===== config.mk =====
export PLATFORM = sky130hd
export DESIGN_NAME = dcache_ctrl_dm
export DESIGN_NICKNAME = d
export VERILOG_FILES = /design/src/rtl/dcache_ctrl_dm_pkg.sv /design/src/rtl/dcache_tag_array.sv /design/src/rtl/dcache_ctrl_dm.sv
export SDC_FILE = /design/constraint.sdc
export NUM_CORES = 1
export LEC_CHECK = 0
export CAP_MARGIN = 10
export CORE_MARGIN = 8
export CORE_UTILIZATION = 64
export DETAILED_ROUTE_END_ITERATION = 10
export DONT_BUFFER_PORTS = 1
export GPL_ROUTABILITY_DRIVEN = 0
export GPL_TIMING_DRIVEN = 0
export PLACE_DENSITY = 0.8
export SLEW_MARGIN = 25
export SYNTH_ARGS = -nofsm -noshare
export SYNTH_HDL_FRONTEND = slang
export SYNTH_SLANG_ARGS = --single-unit

===== constraint.sdc =====
create_clock -name clk -period 8.89 [get_ports clk]
set_clock_uncertainty 0.05 [all_clocks]
set_input_delay 2.667 -clock clk [delete_from_list [all_inputs] [get_ports clk]]
set_output_delay 2.667 -clock clk [all_outputs]
set_load 0.02 [all_outputs]

===== src/rtl/dcache_ctrl_dm_pkg.sv =====
`default_nettype none
// ============================================================================
//  Module      : dcache_ctrl_dm_pkg
//  Description : Shared definitions for the direct-mapped data-cache
//                controller: default geometry, FSM state encodings,
//                statistics counter width and a depth helper.
//                Optional statistics are enabled with DCACHE_STATS_EN.
//  Revision    : 1.0 - initial release
// ============================================================================
package dcache_ctrl_dm_pkg;

    // Default cache geometry: 2**5 lines of 3-bit tags.
    localparam int c_def_index_w = 5;
    localparam int c_def_tag_w   = 3;

    // Width of the optional read hit/miss statistics counters.
    localparam int c_stat_w = 16;

    // Controller state encodings.
    localparam logic [1:0] c_st_idle    = 2'd0;
    localparam logic [1:0] c_st_rd_miss = 2'd1;
    localparam logic [1:0] c_st_wr_thru = 2'd2;
    localparam logic [1:0] c_st_flush   = 2'd3;

    typedef enum logic [1:0] {
        IDLE    = c_st_idle,
        RD_MISS = c_st_rd_miss,
        WR_THRU = c_st_wr_thru,
        FLUSH   = c_st_flush
    } state_e;

    // Number of cache lines for a given index width. The flush counter is
    // INDEX_W bits wide, so it covers exactly this many lines and wraps.
    function automatic int depth_of(input int index_w);
        return 1 << index_w;
    endfunction

endpackage : dcache_ctrl_dm_pkg
`default_nettype wire


===== src/rtl/dcache_tag_array.sv =====
`default_nettype none
// ============================================================================
//  Module      : dcache_tag_array
//  Description : Valid + tag storage for a direct-mapped cache. One
//                asynchronous read port, one install port (sets valid and
//                writes the tag), one single-line invalidate port and a
//                synchronous clear of every valid bit on rst.
//  Revision    : 1.0 - initial release
// ============================================================================
module dcache_tag_array
    import dcache_ctrl_dm_pkg::*;
#(
    parameter int INDEX_W = c_def_index_w,
    parameter int TAG_W   = c_def_tag_w
) (
    input  logic               clk,
    input  logic               rst,
    // asynchronous lookup
    input  logic [INDEX_W-1:0] rd_idx,
    output logic               rd_valid,
    output logic [TAG_W-1:0]   rd_tag,
    // line install
    input  logic               wr_en,
    input  logic [INDEX_W-1:0] wr_idx,
    input  logic [TAG_W-1:0]   wr_tag,
    // single-line invalidate
    input  logic               inv_en,
    input  logic [INDEX_W-1:0] inv_idx
);

    localparam int c_depth = depth_of(INDEX_W);

    logic [c_depth-1:0] valid_q;
    logic [c_depth-1:0] valid_d;
    logic [TAG_W-1:0]   tags_q [c_depth];
    logic [TAG_W-1:0]   tags_d [c_depth];

    // Next-state of the arrays: install and invalidate never target the same
    // cycle in practice; invalidate is applied last so it would win.
    always_comb begin
        valid_d = valid_q;
        tags_d  = tags_q;
        if (wr_en) begin
            valid_d[wr_idx] = 1'b1;
            tags_d[wr_idx]  = wr_tag;
        end
        if (inv_en) begin
            valid_d[inv_idx] = 1'b0;
        end
    end

    // Valid bits clear in a single reset cycle; tag contents need no reset
    // because they are only meaningful behind a set valid bit.
    always_ff @(posedge clk) begin
        if (rst) begin
            valid_q <= '0;
        end else begin
            valid_q <= valid_d;
        end
        tags_q <= tags_d;
    end

    assign rd_valid = valid_q[rd_idx];
    assign rd_tag   = tags_q[rd_idx];

endmodule : dcache_tag_array
`default_nettype wire


===== src/rtl/dcache_ctrl_dm.sv =====
`default_nettype none
// ============================================================================
//  Module      : dcache_ctrl_dm
//  Description : Direct-mapped, write-through, write-no-allocate data-cache
//                controller. Detects hits, stalls the pipeline on read
//                misses and writes, sequences the memory-side handshake and
//                performs a line-by-line flush. Data RAM is external and is
//                written through the fill/update pulses.
//                Define DCACHE_STATS_EN to add saturating read hit/miss
//                counters (rd_hit_cnt / rd_miss_cnt).
//  Revision    : 1.0 - initial release
// ============================================================================
module dcache_ctrl_dm
    import dcache_ctrl_dm_pkg::*;
#(
    parameter int INDEX_W = c_def_index_w,
    parameter int TAG_W   = c_def_tag_w
) (
    input  logic               clk,
    input  logic               rst,
    input  logic               MemRead,
    input  logic               MemWrite,
    input  logic               flush,
    input  logic [INDEX_W-1:0] index,
    input  logic [TAG_W-1:0]   tag,
    input  logic               MsReady,
    output logic               stall,
    output logic               hit,
    output logic               fill,
    output logic               update,
    output logic               MsRead,
    output logic               MsWrite
`ifdef DCACHE_STATS_EN
    ,
    output logic [c_stat_w-1:0] rd_hit_cnt,
    output logic [c_stat_w-1:0] rd_miss_cnt
`endif
);

    localparam logic [INDEX_W-1:0] c_cnt_last = {INDEX_W{1'b1}};

    state_e             state_q, state_d;
    logic [INDEX_W-1:0] idx_q,   idx_d;
    logic [TAG_W-1:0]   tag_q,   tag_d;
    logic               hit_q,   hit_d;
    logic [INDEX_W-1:0] cnt_q,   cnt_d;

    logic               w_rd_valid;
    logic [TAG_W-1:0]   w_rd_tag;
    logic               w_hit;
    logic               w_wr_en;
    logic               w_inv_en;

    dcache_tag_array #(
        .INDEX_W (INDEX_W),
        .TAG_W   (TAG_W)
    ) u_tag_array (
        .clk      (clk),
        .rst      (rst),
        .rd_idx   (index),
        .rd_valid (w_rd_valid),
        .rd_tag   (w_rd_tag),
        .wr_en    (w_wr_en),
        .wr_idx   (idx_q),
        .wr_tag   (tag_q),
        .inv_en   (w_inv_en),
        .inv_idx  (cnt_q)
    );

    // Raw lookup used for decisions; the port copy is forced low in reset.
    assign w_hit = w_rd_valid && (w_rd_tag == tag);
    assign hit   = w_hit && !rst;

    // Next-state and output decode; every output defaults to 0 and reset
    // overrides everything so an abandoned miss/write/flush leaves no trace.
    always_comb begin
        state_d  = state_q;
        idx_d    = idx_q;
        tag_d    = tag_q;
        hit_d    = hit_q;
        cnt_d    = cnt_q;
        stall    = 1'b0;
        fill     = 1'b0;
        update   = 1'b0;
        MsRead   = 1'b0;
        MsWrite  = 1'b0;
        w_wr_en  = 1'b0;
        w_inv_en = 1'b0;

        case (state_q)
            IDLE: begin
                if (flush) begin
                    stall   = 1'b1;
                    cnt_d   = '0;
                    state_d = FLUSH;
                end else if (MemRead) begin
                    // A simultaneous MemWrite is ignored: the access is a load.
                    if (!w_hit) begin
                        stall   = 1'b1;
                        idx_d   = index;
                        tag_d   = tag;
                        state_d = RD_MISS;
                    end
                end else if (MemWrite) begin
                    stall   = 1'b1;
                    idx_d   = index;
                    tag_d   = tag;
                    hit_d   = w_hit;
                    state_d = WR_THRU;
                end
            end

            RD_MISS: begin
                MsRead = 1'b1;
                stall  = 1'b1;
                if (MsReady) begin
                    fill    = 1'b1;
                    w_wr_en = 1'b1;
                    state_d = IDLE;
                end
            end

            WR_THRU: begin
                // Write-no-allocate: only a line that hit at capture time
                // gets its data RAM refreshed; tags/valid never change here.
                MsWrite = 1'b1;
                stall   = !MsReady;
                if (MsReady) begin
                    update  = hit_q;
                    state_d = IDLE;
                end
            end

            FLUSH: begin
                stall    = 1'b1;
                w_inv_en = 1'b1;
                cnt_d    = cnt_q + INDEX_W'(1);
                if (cnt_q == c_cnt_last) begin
                    state_d = IDLE;
                end
            end

            default: begin
                state_d = IDLE;
            end
        endcase

        if (rst) begin
            stall    = 1'b0;
            fill     = 1'b0;
            update   = 1'b0;
            MsRead   = 1'b0;
            MsWrite  = 1'b0;
            w_wr_en  = 1'b0;
            w_inv_en = 1'b0;
        end
    end

    // Controller state register with synchronous reset.
    always_ff @(posedge clk) begin
        if (rst) begin
            state_q <= IDLE;
            idx_q   <= '0;
            tag_q   <= '0;
            hit_q   <= 1'b0;
            cnt_q   <= '0;
        end else begin
            state_q <= state_d;
            idx_q   <= idx_d;
            tag_q   <= tag_d;
            hit_q   <= hit_d;
            cnt_q   <= cnt_d;
        end
    end

`ifdef DCACHE_STATS_EN
    logic [c_stat_w-1:0] hit_cnt_q,  hit_cnt_d;
    logic [c_stat_w-1:0] miss_cnt_q, miss_cnt_d;
    logic                w_rd_hit_ev;
    logic                w_rd_miss_ev;

    // Only loads actually serviced from IDLE count; a pending flush takes
    // priority and the load is re-presented afterwards.
    assign w_rd_hit_ev  = (state_q == IDLE) && !flush && MemRead &&  w_hit;
    assign w_rd_miss_ev = (state_q == IDLE) && !flush && MemRead && !w_hit;

    // Saturating increment of the hit/miss counters.
    always_comb begin
        hit_cnt_d  = hit_cnt_q;
        miss_cnt_d = miss_cnt_q;
        if (w_rd_hit_ev && (hit_cnt_q != {c_stat_w{1'b1}})) begin
            hit_cnt_d = hit_cnt_q + c_stat_w'(1);
        end
        if (w_rd_miss_ev && (miss_cnt_q != {c_stat_w{1'b1}})) begin
            miss_cnt_d = miss_cnt_q + c_stat_w'(1);
        end
    end

    // Statistics registers; cleared only by reset, never by flush.
    always_ff @(posedge clk) begin
        if (rst) begin
            hit_cnt_q  <= '0;
            miss_cnt_q <= '0;
        end else begin
            hit_cnt_q  <= hit_cnt_d;
            miss_cnt_q <= miss_cnt_d;
        end
    end

    assign rd_hit_cnt  = hit_cnt_q;
    assign rd_miss_cnt = miss_cnt_q;
`endif

endmodule : dcache_ctrl_dm
`default_nettype wire


==> impl_metrics.json <==
{
  "ys.flop_type": "edfxtp_1",
  "fmax_ghz": 0.1141,
  "powerDensity_mw_per_mm2": 224.5,
  "dr.first_iter.drc_count": 424,
  "ys_warn_count": 0,
  "core_mm2": 0.009639,
  "critPathArrivalTime_ns": 6.05,
  "syn_area_mm2": 0.006262,
  "post_cts_buffers": 0,
  "slew_headroom_pct": 37.64,
  "rows": 36,
  "period_needed_ns": 8.766,
  "clk_latency_ns": 0.53,
  "synth_seq_cells": 144,
  "chipHeight_um": 114.9,
  "nNetsFinal": 528,
  "whs_ns": 0.4478,
  "final_layout_size_suffix_gt1_share_pct": 11.97,
  "ant_nets": 0,
  "antenna_found_initial": 0,
  "initial_core_util_pct": 64.97,
  "num_antenna_cells": 0,
  "worstSetupPathType": "in2out",
  "synthTopCellsByArea": "edfxtp_1 (46%), dfxtp_1 (15%), mux2i_1 (5.3%), mux4_2 (5.0%), nor2_1 (4.6%)",
  "critPathMaxFanout": 10,
  "ys_async_sr_fraction_pct": 0,
  "synthCells": 486,
  "end_kind": "output pin",
  "vias_per_cell": 6.409,
  "dpl.hpwl_mm": 9.922,
  "fin_setup_tns_ns": 0,
  "hp-class": "reg2reg",
  "die_area_mm2": 0.01321,
  "numCtsBuffers": 17,
  "port_buffers": 0,
  "cts_buffer_depth": 2,
  "final_cell_mix": "edfxtp_1 (96), nor2_1 (76), dfxtp_1 (45)",
  "synth_fp_nets": 509,
  "busiest_layer": "met2",
  "slew_violations": 0,
  "grt_use_total_pct": 23.78,
  "worstPathRequired_ns": 6.17,
  "clock-sinks": 144,
  "die_w_um": 114.9,
  "met2_usage_pct": 39.28,
  "pin_count": 20,
  "met3_usage_pct": 6.723,
  "status": "finished clean",
  "grt_max_degree": 34,
  "final_common_cell": "edfxtp_1",
  "synth_top_area_share_pct": 46.03,
  "setup_viol_count_final": 0,
  "cap_violations": 0,
  "startpoint_type": "input pin",
  "synth_top_area_cell": "edfxtp_1",
  "worstMarginPinSlew_ns": 0.9269,
  "wire_per_inst_um": 22.16,
  "htreeDepth": 4,
  "cts-root-buf": "clkbuf_8",
  "p_leak_uw": 0.002393,
  "synth_area_per_cell_um2": 12.89,
  "num_vias": 4172,
  "use_met1_pct": 28.08,
  "syn_to_final_growth_pct": 11.75,
  "cts_tree": "done",
  "fin_crit_sh_pct": 98.60,
  "cts_resized": 0,
  "peakVddDrop_mv": 0.1419,
  "synth_cell_types": 43,
  "drc": 0,
  "clk_transition_reported_paths_ns": 0.06,
  "cts_hold_buf": 0,
  "hold_viol_final": 0,
  "drt_pass1_iterations": 5,
  "yosysSeqAreaShare_pct": 61.38,
  "grt-ovfl-total": 0,
  "synth_edf_count": 96,
  "grt_pass1_wl_mm": 23.20,
  "wirelength_mm": 14.43,
  "grt_pass1_vias": 4284,
  "rsz0062_at_grt": "no"
}
-- critical path, stage by stage --
cell and delay [ns]:
clkbuf_1 0.63, nor2_1 0.38, a22oi_1 0.28, a21oi_1 0.13
nor4_1 0.66, xnor2_1 0.24, and4_4 0.26, nor4_1 0.79
-- through the flow --
step	power, uW	util [%]	std cells	area (um2)	setup WS [ns]
after floorplan	870.7	-	486	6262	1.037
after global placement	905.5	66.69	619	6429	0.1936
after detailed placement	911.8	66.69	619	6429	0.1386
after CTS	1574	72.56	651	6994	0.1035
after global routing	1623	72.60	651	6998	0.08515
final	1571	72.60	651	6998	0.1242
-- report_power, final --
group          internal, uW  leakage [uW]  switching, uW
clock                   379      0.000269            291
sequential              737       0.00128           28.0
combinational          48.3      0.000848           86.9
total                  1170       0.00239            406
-- sequential cells by signal, indices dropped and copies added, names as in the netlist --
register	cells
tag_q	3
u_tag_array.tags_q	96
cnt_q	5
hit_q	1
u_tag_array.valid_q	32
idx_q	5
state_q	2
-- worst paths after layout --
| kind | startpoint | to | slack [ns] | cells past startpoint |
|---|---|---|---|---|
| min | u_tag_array.valid_q[26] | u_tag_array.valid_q[26] | 0.45 | 2 |
| min reg2reg | u_tag_array.valid_q[26] | u_tag_array.valid_q[26] | 0.45 | 2 |
| max reg2reg | state_q[1] | u_tag_array.valid_q[20] | 5.72 | 10 |
| max | index[2] | stall | 0.12 | 8 |
-- synth_stat cells, drive strengths merged, types with 6 or more instances --
library cell  count
nand2             6
buf              12
a21oi            17
and3              9
nor2             76
mux2i            33
clkbuf           18
mux4             18
inv               9
ha                9
a211oi           33
edfxtp           96
dfxtp            48
a22oi            18
nor2b             7
nand3            11
o21ai            13
-- per-layer routing --
layer | vias up | part of all wire, %
met5 | - | 0
met4 | 0 | 3.8
met3 | 52 | 7.8
met2 | 196 | 49
met1 | 2024 | 39
li1 | 1900 | -
-- area by class of cell --
| cell class | count | area, um2 |
|---|---|---|
| well taps | 133 | 166.4 |
| plain buffers | 30 | 132.6 |
| clock buffers | 17 | 414.1 |
| clock inverters | 15 | 151.4 |
| multi-input cells | 303 | 2252 |
| inverters | 9 | 33.78 |
| flip-flops and latches | 144 | 3847 |
| fillers | 650 | 2641 |
-- cells by family (layout without fill, tap and decap cells) --
kind of cell               after synthesis  after routing  synth area share (%)
DFF                                    144            144                 61.38
adders and majority gates                9              9                 1.798
AOI/OAI and AO/OA                       92             92                 9.890
muxes                                   53             53                 12.35
buffers and inverters                   39             71                 2.657
xor gates and xnor gates                 3              3                0.4197
and+or+nand+nor                        146            146                 11.51
Power figures use the tool's default switching activity.
